--- config.mk ---
export PLATFORM = sky130hd
export DESIGN_NAME = axi_rd_arbiter
export DESIGN_NICKNAME = d
export VERILOG_FILES = /design/src/rtl/axi_rd_arbiter.sv
export SDC_FILE = /design/constraint.sdc
export NUM_CORES = 1
export LEC_CHECK = 0
export BUFFER_PORTS_ARGS = -buffer_cell sky130_fd_sc_hd__buf_2
export CAP_MARGIN = 0
export CORE_MARGIN = 8
export CORE_UTILIZATION = 43
export CTS_CLUSTER_SIZE = 10
export DETAILED_ROUTE_END_ITERATION = 16
export PLACE_DENSITY = 0.92
export SLEW_MARGIN = 20
export SYNTH_ARGS = -nofsm -noshare
export SYNTH_HDL_FRONTEND = slang
export SYNTH_SLANG_ARGS = --single-unit
--- constraint.sdc ---
create_clock -name clk -period 4.28 [get_ports clk]
set_input_delay 0.856 -clock clk [delete_from_list [all_inputs] [get_ports clk]]
set_output_delay 0.856 -clock clk [all_outputs]
set_load 0.02 [all_outputs]
--- src/rtl/axi_rd_arbiter.sv ---
// Read-channel arbiter: I-side and D-side burst reads onto one AXI AR/R pair, one burst in flight.
// Optional: define AXI_RD_ARB_RR_EN for round-robin arbitration (default: data over instruction).
module axi_rd_arbiter #(
  parameter logic [3:0] I_ARID = 4'd0,
  parameter logic [3:0] D_ARID = 4'd1
) (
  input  logic        clk,
  input  logic        reset,
  // instruction-side requester
  input  logic        i_rd_req,
  input  logic [31:0] i_rd_addr,
  input  logic [7:0]  i_rd_len,
  input  logic [2:0]  i_rd_size,
  output logic        i_rd_gnt,
  output logic        i_rd_valid,
  output logic        i_rd_last,
  output logic        i_rd_err,
  // data-side requester
  input  logic        d_rd_req,
  input  logic [31:0] d_rd_addr,
  input  logic [7:0]  d_rd_len,
  input  logic [2:0]  d_rd_size,
  output logic        d_rd_gnt,
  output logic        d_rd_valid,
  output logic        d_rd_last,
  output logic        d_rd_err,
  // shared beat data and error flag
  output logic [31:0] rd_data,
  output logic        rd_proto_err,
  // AXI AR channel
  output logic [3:0]  arid,
  output logic [31:0] araddr,
  output logic [7:0]  arlen,
  output logic [2:0]  arsize,
  output logic [1:0]  arburst,
  output logic        arvalid,
  input  logic        arready,
  // AXI R channel
  input  logic [3:0]  rid,
  input  logic [31:0] rdata,
  input  logic [1:0]  rresp,
  input  logic        rlast,
  input  logic        rvalid,
  output logic        rready
);

  typedef enum logic [1:0] {
    IDLE = 2'd0,
    ADDR = 2'd1,
    DATA = 2'd2
  } state_t;

  state_t      state_q, state_d;
  logic        owner_q, owner_d;      // 1 = data side owns the current burst
  logic [3:0]  arid_q, arid_d;
  logic [31:0] addr_q, addr_d;
  logic [7:0]  len_q, len_d;
  logic [2:0]  size_q, size_d;
  logic [7:0]  cnt_q, cnt_d;
  logic        proto_err_q, proto_err_d;

  logic        pick_d;                // arbitration result: 1 = data side wins
  logic        beat_bad;

`ifdef AXI_RD_ARB_RR_EN
  logic        last_d_q, last_d_d;    // 1 = data side won the most recent grant

  always_comb begin
    pick_d = d_rd_req;
    if (d_rd_req && i_rd_req) begin
      pick_d = !last_d_q;
    end
  end

  always_comb begin
    last_d_d = last_d_q;
    if (state_q == ADDR && arready) begin
      last_d_d = owner_q;
    end
  end

  always_ff @(posedge clk) begin
    if (reset) begin
      last_d_q <= 1'b0;
    end else begin
      last_d_q <= last_d_d;
    end
  end
`else
  always_comb begin
    pick_d = d_rd_req;
  end
`endif

  // A beat is malformed if its ID is foreign or rlast disagrees with the final-beat position.
  always_comb begin
    beat_bad = (rid != arid_q) || (rlast != (cnt_q == len_q));
  end

  // State register
  always_ff @(posedge clk) begin
    if (reset) begin
      state_q     <= IDLE;
      owner_q     <= 1'b0;
      arid_q      <= 4'd0;
      addr_q      <= 32'd0;
      len_q       <= 8'd0;
      size_q      <= 3'd0;
      cnt_q       <= 8'd0;
      proto_err_q <= 1'b0;
    end else begin
      state_q     <= state_d;
      owner_q     <= owner_d;
      arid_q      <= arid_d;
      addr_q      <= addr_d;
      len_q       <= len_d;
      size_q      <= size_d;
      cnt_q       <= cnt_d;
      proto_err_q <= proto_err_d;
    end
  end

  // Next-state and datapath
  always_comb begin
    state_d     = state_q;
    owner_d     = owner_q;
    arid_d      = arid_q;
    addr_d      = addr_q;
    len_d       = len_q;
    size_d      = size_q;
    cnt_d       = cnt_q;
    proto_err_d = proto_err_q;
    case (state_q)
      IDLE: begin
        if (i_rd_req || d_rd_req) begin
          state_d = ADDR;
          owner_d = pick_d;
          cnt_d   = 8'd0;
          if (pick_d) begin
            arid_d = D_ARID;
            addr_d = d_rd_addr;
            len_d  = d_rd_len;
            size_d = d_rd_size;
          end else begin
            arid_d = I_ARID;
            addr_d = i_rd_addr;
            len_d  = i_rd_len;
            size_d = i_rd_size;
          end
        end
      end
      ADDR: begin
        if (arready) begin
          state_d = DATA;
        end
      end
      DATA: begin
        if (rvalid) begin
          cnt_d = cnt_q + 8'd1;
          if (beat_bad) begin
            proto_err_d = 1'b1;
          end
          // Sequencing follows rlast only, even when the beat was malformed.
          if (rlast) begin
            state_d = IDLE;
          end
        end
      end
      default: begin
        state_d = IDLE;
      end
    endcase
  end

  // Outputs: AR side is state-derived, R side is a combinational pass-through gated by ownership.
  always_comb begin
    arvalid      = (state_q == ADDR);
    rready       = (state_q == DATA);
    arid         = arid_q;
    araddr       = addr_q;
    arlen        = len_q;
    arsize       = size_q;
    arburst      = 2'b01;
    rd_proto_err = proto_err_q;

    i_rd_gnt   = 1'b0;
    d_rd_gnt   = 1'b0;
    i_rd_valid = 1'b0;
    d_rd_valid = 1'b0;
    i_rd_last  = 1'b0;
    d_rd_last  = 1'b0;
    i_rd_err   = 1'b0;
    d_rd_err   = 1'b0;
    rd_data    = 32'd0;

    if (state_q == ADDR && arready) begin
      i_rd_gnt = !owner_q;
      d_rd_gnt = owner_q;
    end

    if (state_q == DATA && rvalid) begin
      rd_data    = rdata;
      i_rd_valid = !owner_q;
      d_rd_valid = owner_q;
      i_rd_last  = !owner_q && rlast;
      d_rd_last  = owner_q && rlast;
      i_rd_err   = !owner_q && (rresp != 2'b00);
      d_rd_err   = owner_q && (rresp != 2'b00);
    end
  end

endmodule

# After elaboration in Yosys (flattened, before gate mapping)

Cells that the tools add are included.
W data, S select, Z words.

Register bits: 59
Input bits: 131
Logic and storage cells: 55

Add/subtract/negate cells: 1
Equal/unequal tests: 9
Mux-type cells: 21
Reduce and logical (&&, ||, !) cells: 16

Operators by type and width:

| kind                  | number |
|---|---|
| $mux W32              | 2 |
| $mux W8               | 3 |
| $pmux W8 S2           | 1 |
| $mux W1               | 9 |
| $add A8 B1 Y8 const B | 1 |
| $eq A8 B8 Y1          | 1 |
| $mux W2               | 4 |
| $logic_and A1 B1 Y1   | 6 |
| $ne A2 B2 Y1 const B  | 3 |
| $pmux W2 S3           | 1 |
| $reduce_and A3 Y1     | 2 |
| $ne A4 B4 Y1          | 1 |
| $reduce_and A4 Y1     | 1 |
| $reduce_bool A2 Y1    | 2 |
| $mux W3               | 1 |
| $eq A2 B1 Y1 const B  | 1 |
| $eq A2 B2 Y1 const B  | 1 |
| $logic_not A2 Y1      | 1 |
| $logic_or A1 B1 Y1    | 2 |
| $ne A2 B1 Y1 const B  | 1 |
| $reduce_and A2 Y1     | 1 |
| $logic_not A1 Y1      | 1 |
| $ne A1 B1 Y1          | 1 |

# Longest topological paths before layout

Gate-level depths: netlist of the first run.

Word-level depth: 4
Mapped depth: 5

# Least setup slack after synthesis of the first run

No wires, ideal clock.

Path kind: input-to-output
Start point: in rvalid
End point: out d_rd_err
Arrival time: 1.832 ns
Path slack: 1.592 ns
Cell stages on the path: 4
Buffers on the path: 1
Path through: and3b_1 buf_2 and2_1 nor2b_1

Cells in the longest elaborated chain, start to end: 2

Ends and longest elaborated chain:

| item                | line | RTL |
|---|---|---|
| start: declaration  | 43   | `input logic rvalid,` |
| $logic_and A1 B1 Y1 | 201  | `if (state_q == DATA && rvalid) begin` |
| $mux W1             | 201  |  |
| end: declaration    | 26   | `output logic d_rd_err,` |

Every way passes these cells.

# Final worst setup path of the first run

Same ends and word-level chain as after synthesis.

==> results by group, run 1 <==
Pwr
  • Sequential share of power: 47.1%
  • Power share of the combinational group: 29.0%
  • PwrDens: 314 nW/µm²
  • Psw: 410 µW
  • Clk pwr share: 23.9%
  • LEAKAGE: 2.22 nW
  • Int Pwr: 861 µW
  • Maximum VDD drop: 0.171 mV
  • Switching part of the total: 32.2%

Critical path
  • CP max FO: 39
  • Worst R2R Start: state_q[1]
  • R2r endpoint: cnt_q[7]
  • Worst setup SP type: primary input
  • Crit path kind: in2out
  • R2r setup slk: 2130 ps
  • Crit. End Element: output port
  • Critical Path AT: 2260 ps
  • Worst Reg-to-Reg Cells: 4
  • CP Data Required Time: 3420 ps

STA
  • Relative slew slack: 33.0%
  • Fmax: 0.321 GHz
  • Fin crit period: 3120 ps
  • RSZ-0062 raised after global routing: false
  • Skew final: 5.71 ps
  • Slew @ Worst Pin: 1010 ps
  • Setup TNS: 0 ps
  • Period utilization: 72.9%
  • Final Slew Violations: 0
  • Final setup viols: 0
  • Fin. Hold Viols: 0

Synthesis
  • Mapped Area: 2900 µm²
  • Post-synthesis sequential area ratio: 37.9%
  • Syn Inst Count: 331
  • Ys Warns: 0
  • Average size of a mapped cell: 8.77 µm²
  • Register bit total from synthesis: 55
  • Cell variety after synth: 41

Hold path
  • Hold Path Cell Cnt: 2
  • Hold crit path type: reg2reg
  • Hold EP: araddr[21]
  • Hold Crit Start: araddr[21]

Final layout
  • Post-route cell area: 4050 µm²
  • Fraction of layout cells with a size suffix above 1: 43.8%
  • FF+latch area: 1100 µm²
  • Area occupied by multi-input gates: 1640 µm²
  • Nets: 659
  • Area growth, synth to finish: 39.6%
  • Fill count: 601

Clock tree
  • Post-CTS setup repair buffer count: 0
  • Post_cts resized: 0
  • Maximum root-to-sink buffer count: 2
  • TritonCTS Sinks: 55
  • Clock root buffer: clkbuf_8
  • Clock latency on the worst-skew pair: 300 ps
  • Clk slew on worst S/H paths: 90 ps
  • TritonCTS buffer count: 5
  • TritonCTS clock tree: done
  • CTS Hold Buffers Added: 0
  • H-tree depth: 2

Routing
  • Wirelength per Cell: 15.7 µm
  • Drt first pass iters: 4
  • Total wire length: 9.54 mm
  • ANT nets after route: 0
  • Vias per std cell: 5.04
  • Drt drc: 0
  • Drt first-iter violations: 78
  • Via count: 3070

Floorplan
  • Total die area: 9630 µm²
  • Std cell rows: 30
  • I/O Pins: 223
  • Initial cell density of the core: 43.7%
  • Die width: 98.1 µm
  • Die H: 98.1 µm
  • Core area: 6640 µm²

Global route
  • Total congestion overflow: 0
  • First-pass GRT wire length: 15.0 mm
  • Vias in the first global route: 3154
  • GR Util All Layers: 18.7%
  • Initial antenna violation count: 1
  • Largest net degree at the start of global routing: 88

Placed design
  • Post-Place Cell Area: 3950 µm²
  • Dpl hpwl: 7.83 mm
  • Placer Congestion: 0.888
  • Buffers on Ports: 217

Outcome
  • Status: finished, final reports clean

Flow run
  • Max-Cap Viols: 0
## cell usage after synthesis (all sizes together)
| master | n | area, µm² |
|---|---|---|
| nand4 | 1 | 6.26 |
| or3 | 2 | 12.5 |
| buf | 22 | 130 |
| or4 | 1 | 7.51 |
| mux2i | 43 | 430 |
| nor3 | 4 | 30.0 |
| mux2 | 1 | 11.3 |
| a21oi | 5 | 25.0 |
| o211ai | 1 | 7.51 |
| and3b | 1 | 8.76 |
| o31ai | 1 | 7.51 |
| nor3b | 1 | 7.51 |
| a211oi | 44 | 335 |
| nor4 | 3 | 18.8 |
| nor2 | 57 | 214 |
| o21ba | 1 | 10.0 |
| a311oi | 1 | 8.76 |
| a2111oi | 2 | 17.5 |
| dfxtp | 55 | 1100 |
| o21bai | 1 | 7.51 |
| nand2b | 1 | 6.26 |
| nand3b | 2 | 15.0 |
| nand2 | 5 | 18.8 |
| inv | 2 | 7.51 |
| xor2 | 9 | 78.8 |
| a22oi | 2 | 15.0 |
| conb | 2 | 7.51 |
| and3 | 4 | 25.0 |
| and2 | 34 | 213 |
| nor2b | 2 | 12.5 |
| nand3 | 3 | 15.0 |
| clkbuf | 11 | 41.3 |
| a211o | 1 | 8.76 |
| o21a | 1 | 7.51 |
| o21ai | 4 | 20.0 |
| ha | 1 | 12.5 |
## cell families (layout without fill, tap and decap cells)
| group | after synthesis | count (layout) | synth area share [%] |
|---|---|---|---|
| simple gates | 121 | 121 | 21.0 |
| compound gates | 64 | 64 | 16.2 |
| flops | 55 | 55 | 37.9 |
| mux | 44 | 44 | 15.2 |
| buf+inv | 35 | 229 | 6.17 |
| xor+xnor | 9 | 9 | 2.72 |
| other cells | 2 | 6 | 0.259 |
| fa+ha+maj | 1 | 1 | 0.431 |
## metal layers
| metal | GRT usage [%] | routed length (µm) | vias up |
|---|---|---|---|
| li1 | - | - | 1556 |
| met5 | 0 | 0 | - |
| met3 | 7.68 | 918 | 13 |
| met1 | 17.8 | 3500 | 1350 |
| met2 | 35.3 | 4960 | 151 |
| met4 | 6.38 | 159 | 0 |
## worst max-delay path by stage
| stage | startpoint | to | depth (start not counted) |
|---|---|---|---|
| 2_1_floorplan | rvalid | d_rd_err | 4 |
| 3_3_place_gp | rvalid | d_rd_err | 5 |
| 3_5_place_dp | rvalid | d_rd_err | 5 |
| 4_1_cts | rvalid | d_rd_err | 5 |
| 5_1_grt | state_q[1] | d_rd_err | 4 |
| 6_report | rvalid | d_rd_err | 5 |
## cell usage in the layout, fill, tap and decap left out, drive strengths merged, types with 2 or more instances in the layout
cell     count
a211oi      44
a21oi        5
or3          2
nor3         4
buf        219
conb         5
dfxtp       55
nand2        5
nor4         3
nor2b        2
clkbuf       8
xor2         9
and2        34
o21ai        4
a22oi        2
nor2        57
nand3b       2
mux2i       43
nand3        3
a2111oi      2
inv          2
and3         4
## area by class of cell
type	count	area share, %
antenna	1	0.0618
inverter	2	0.185
timing repair buffer	219	27.2
sequential	55	27.2
multi-input combinational	244	40.5
tap	80	2.47
clock buffer	8	2.47
## stage by stage
stage | total power, mW | hold slack, ps | utilization [%] | setup slack, ps | std cells
global route | 1.34 | 523 | 61.0 | 965 | 609
global placement | 0.970 | 483 | 59.4 | 1220 | 600
floorplan | 0.840 | 495 | - | 1590 | 334
finish | 1.27 | 500 | 61.0 | 1160 | 609
CTS | 1.29 | 501 | 60.9 | 1130 | 608
detailed placement | 0.983 | 489 | 59.4 | 1130 | 600
## critical path, stage by stage
cell and delay [ps]:
buf_2 100, and3b_1 770, and2_1 240, nor2b_1 120
buf_2 170
## flip-flops by register name, indices dropped and copies added, names as in the netlist
| name | cells |
|---|---|
| araddr | 32 |
| arlen | 8 |
| state_q | 2 |
| cnt_q | 8 |
| rd_proto_err | 1 |
| owner_q | 1 |
| arsize | 3 |
## power by group through the flow
stage / Sequential [mW] / Combinational [mW] / Clock [mW]
floorplan: 0.662 / 0.179 / 0
global placement: 0.607 / 0.363 / 0
detailed placement: 0.610 / 0.373 / 0
CTS: 0.599 / 0.373 / 0.317
global route: 0.605 / 0.403 / 0.336
finish: 0.598 / 0.368 / 0.304
(Power assumes the default switching activity.)
==> run 2: changes to the inputs <==
- CORE_UTILIZATION: 43 -> 36
- PLACE_DENSITY: 0.92 -> 0.83
- clock period: 4.28 -> 2.8 ns (I/O delays scaled with it)
==> results by group, run 2 (synthesized netlist as in run 1, its figures left out) <==
Outcome
  • Status: finished, final reports clean

Floorplan
  • Initial cell density of the core: 37.4% (-6.3 points)
  • Die H: 106 µm (+7.8%)
  • Std cell rows: 32 (+6.7%)
  • Total die area: 11200 µm² (+16%)
  • Die width: 106 µm (+7.8%)
  • I/O Pins: 223 (unchanged)
  • Core area: 7770 µm² (+17%)

Placed design
  • Dpl hpwl: 8.32 mm (+6.2%)
  • Post-Place Cell Area: 4000 µm² (+1.4%)
  • Dpl cells: 624 (+4.0%)
  • Buffers on Ports: 217 (unchanged)
  • Placer Congestion: 0.862 (-3.0%)

Critical path
  • Crit-path cells: and3b_1 -> buf_4 -> and2_1 -> buf_2
  • Critical Path AT: 1760 ps (-500 ps)
  • Worst Reg-to-Reg Cells: 5 (+1)
  • Critical path buffers and inverters: 2 (unchanged)
  • Slowest CP cell: dfxtp_1
  • CP max FO: 37 (-5.1%)
  • Crit path kind: reg2out
  • Worst R2R Start: state_q[1]
  • R2r setup slk: 1020 ps (-1110 ps)
  • Crit. End Element: output port
  • Top delay family on crit path: flip-flops
  • Worst setup SP type: register
  • CP Data Required Time: 2240 ps (-1180 ps)
  • CP max stage delay: 570 ps (-200 ps)
  • R2r endpoint: cnt_q[7]

Pwr
  • Pwr Total: 1.96 mW (+54%)
  • Maximum VDD drop: 0.234 mV (+37%)
  • LEAKAGE: 2.24 nW (+0.66%)
  • PwrDens: 477 nW/µm² (+52%)

Final layout
  • FF+latch area: 1100 µm² (unchanged)
  • Area occupied by multi-input gates: 1640 µm² (unchanged)
  • Fill count: 748 (+24%)
  • Max FFs per register: 32 (unchanged)
  • Post-route cell area: 4110 µm² (+1.4%)
  • Nets: 661 (+0.30%)
  • Area growth, synth to finish: 41.5%
  • Commonest cells after routing, fill and taps aside: buf_2 (217), nor2_1 (57), dfxtp_1 (55)
  • Commonest non-fill, non-tap cell in the layout: buf_2
  • Non-filler cells in the finished layout: 633 (+3.9%)
  • Fraction of layout cells with a size suffix above 1: 44.0% (+0.21 points)

Routing
  • Vias per std cell: 4.87 (-3.3%)
  • Drt drc: 0 (unchanged)
  • Drt first pass iters: 4 (unchanged)
  • Via count: 3085 (+0.49%)
  • Drt first-iter violations: 75 (-3.8%)
  • ANT nets after route: 0 (unchanged)
  • Total wire length: 10.1 mm (+5.7%)
  • Wirelength per Cell: 15.9 µm (+1.7%)

Global route
  • Vias in the first global route: 3211 (+1.8%)
  • Most Crowded Layer GR: met2
  • GR Util All Layers: 16.8% (-1.9 points)
  • GRT met1 Usage: 16.0% (-1.8 points)
  • Total congestion overflow: 0 (unchanged)
  • Routing usage on met2: 32.5% (-2.8 points)
  • Met3 GRT Util: 6.52% (-1.2 points)
  • Initial antenna violation count: 1 (unchanged)
  • Largest net degree at the start of global routing: 88 (unchanged)
  • First-pass GRT wire length: 15.7 mm (+4.5%)

Clock tree
  • TritonCTS Sinks: 55 (unchanged)
  • TritonCTS clock tree: done
  • Maximum root-to-sink buffer count: 2 (unchanged)
  • Post-CTS setup repair buffer count: 0 (unchanged)
  • Clock latency on the worst-skew pair: 300 ps (about the same)
  • Post_cts resized: 0 (unchanged)
  • Clk slew on worst S/H paths: 90 ps (about the same)
  • H-tree depth: 2 (unchanged)
  • TritonCTS buffer count: 5 (unchanged)
  • CTS Hold Buffers Added: 0 (unchanged)
  • Clock root buffer: clkbuf_8

STA
  • Skew final: 6.35 ps (+0.642 ps)
  • Fin crit period: 2320 ps
  • Relative slew slack: 43.6% (+11 points)
  • Slew @ Worst Pin: 846 ps (-159 ps)
  • Final setup viols: 0 (unchanged)
  • Fin. Hold Viols: 0 (unchanged)
  • Setup TNS: 0 ps (unchanged)
  • RSZ-0062 raised after global routing: false
  • Fmax: 0.432 GHz
  • Period utilization: 82.8%
  • Final Slew Violations: 0 (unchanged)

Hold path
  • Hold EP: state_q[0]
  • Hold Crit Start: arready
  • Hold crit path type: in2reg
  • Hold Path Cell Cnt: 2 (unchanged)

Flow run
  • Max-Cap Viols: 0 (unchanged)
==> run 2: area by class of cell <==
cell class              count  share of cell area [%]
repair buffers            221                    27.5
well taps                 102                    3.11
inverters                   2                   0.183
flip-flops and latches     55                    26.8
clock buffers               8                    2.44
multi-input cells         244                    39.9
diodes                      1                  0.0609
==> run 2: per-stage QoR <==
| stage | setup WS (ps) | hold WS (ps) | util [%] |
|---|---|---|---|
| 6_report | 483 | 495 | 52.9 |
| 5_1_grt | 341 | 485 | 52.9 |
| 4_1_cts | 467 | 482 | 52.8 |
| 3_5_place_dp | 726 | 488 | 51.5 |
| 3_3_place_gp | 790 | 483 | 51.5 |
| 2_1_floorplan | 704 | 495 | - |
==> run 2: power by group <==
group | internal [mW] | switching [mW] | leakage [nW] | total (mW)
combinational | 0.233 | 0.340 | 1.73 | 0.573
clock | 0.226 | 0.246 | 0.0515 | 0.472
sequential | 0.861 | 0.0534 | 0.455 | 0.914
total | 1.32 | 0.639 | 2.24 | 1.96
==> run 2: how the worst max path moves through the flow <==
stage,from,to,depth (start not counted)
3_5_place_dp,d_rd_req,araddr[14],4
2_1_floorplan,rvalid,d_rd_err,4
3_3_place_gp,d_rd_req,araddr[14],4
5_1_grt,state_q[1],rd_data[23],4
4_1_cts,state_q[1],rd_data[9],4
6_report,state_q[1],rd_data[9],4
==> run 2: layer usage <==
metal  wire length [µm]  up-vias  share of wire, %
met5                  0        -                 0
met4                142        0               1.4
met3                983        9               9.8
met2               5240      152                52
met1               3720     1371                37
li1                   -     1553                 -
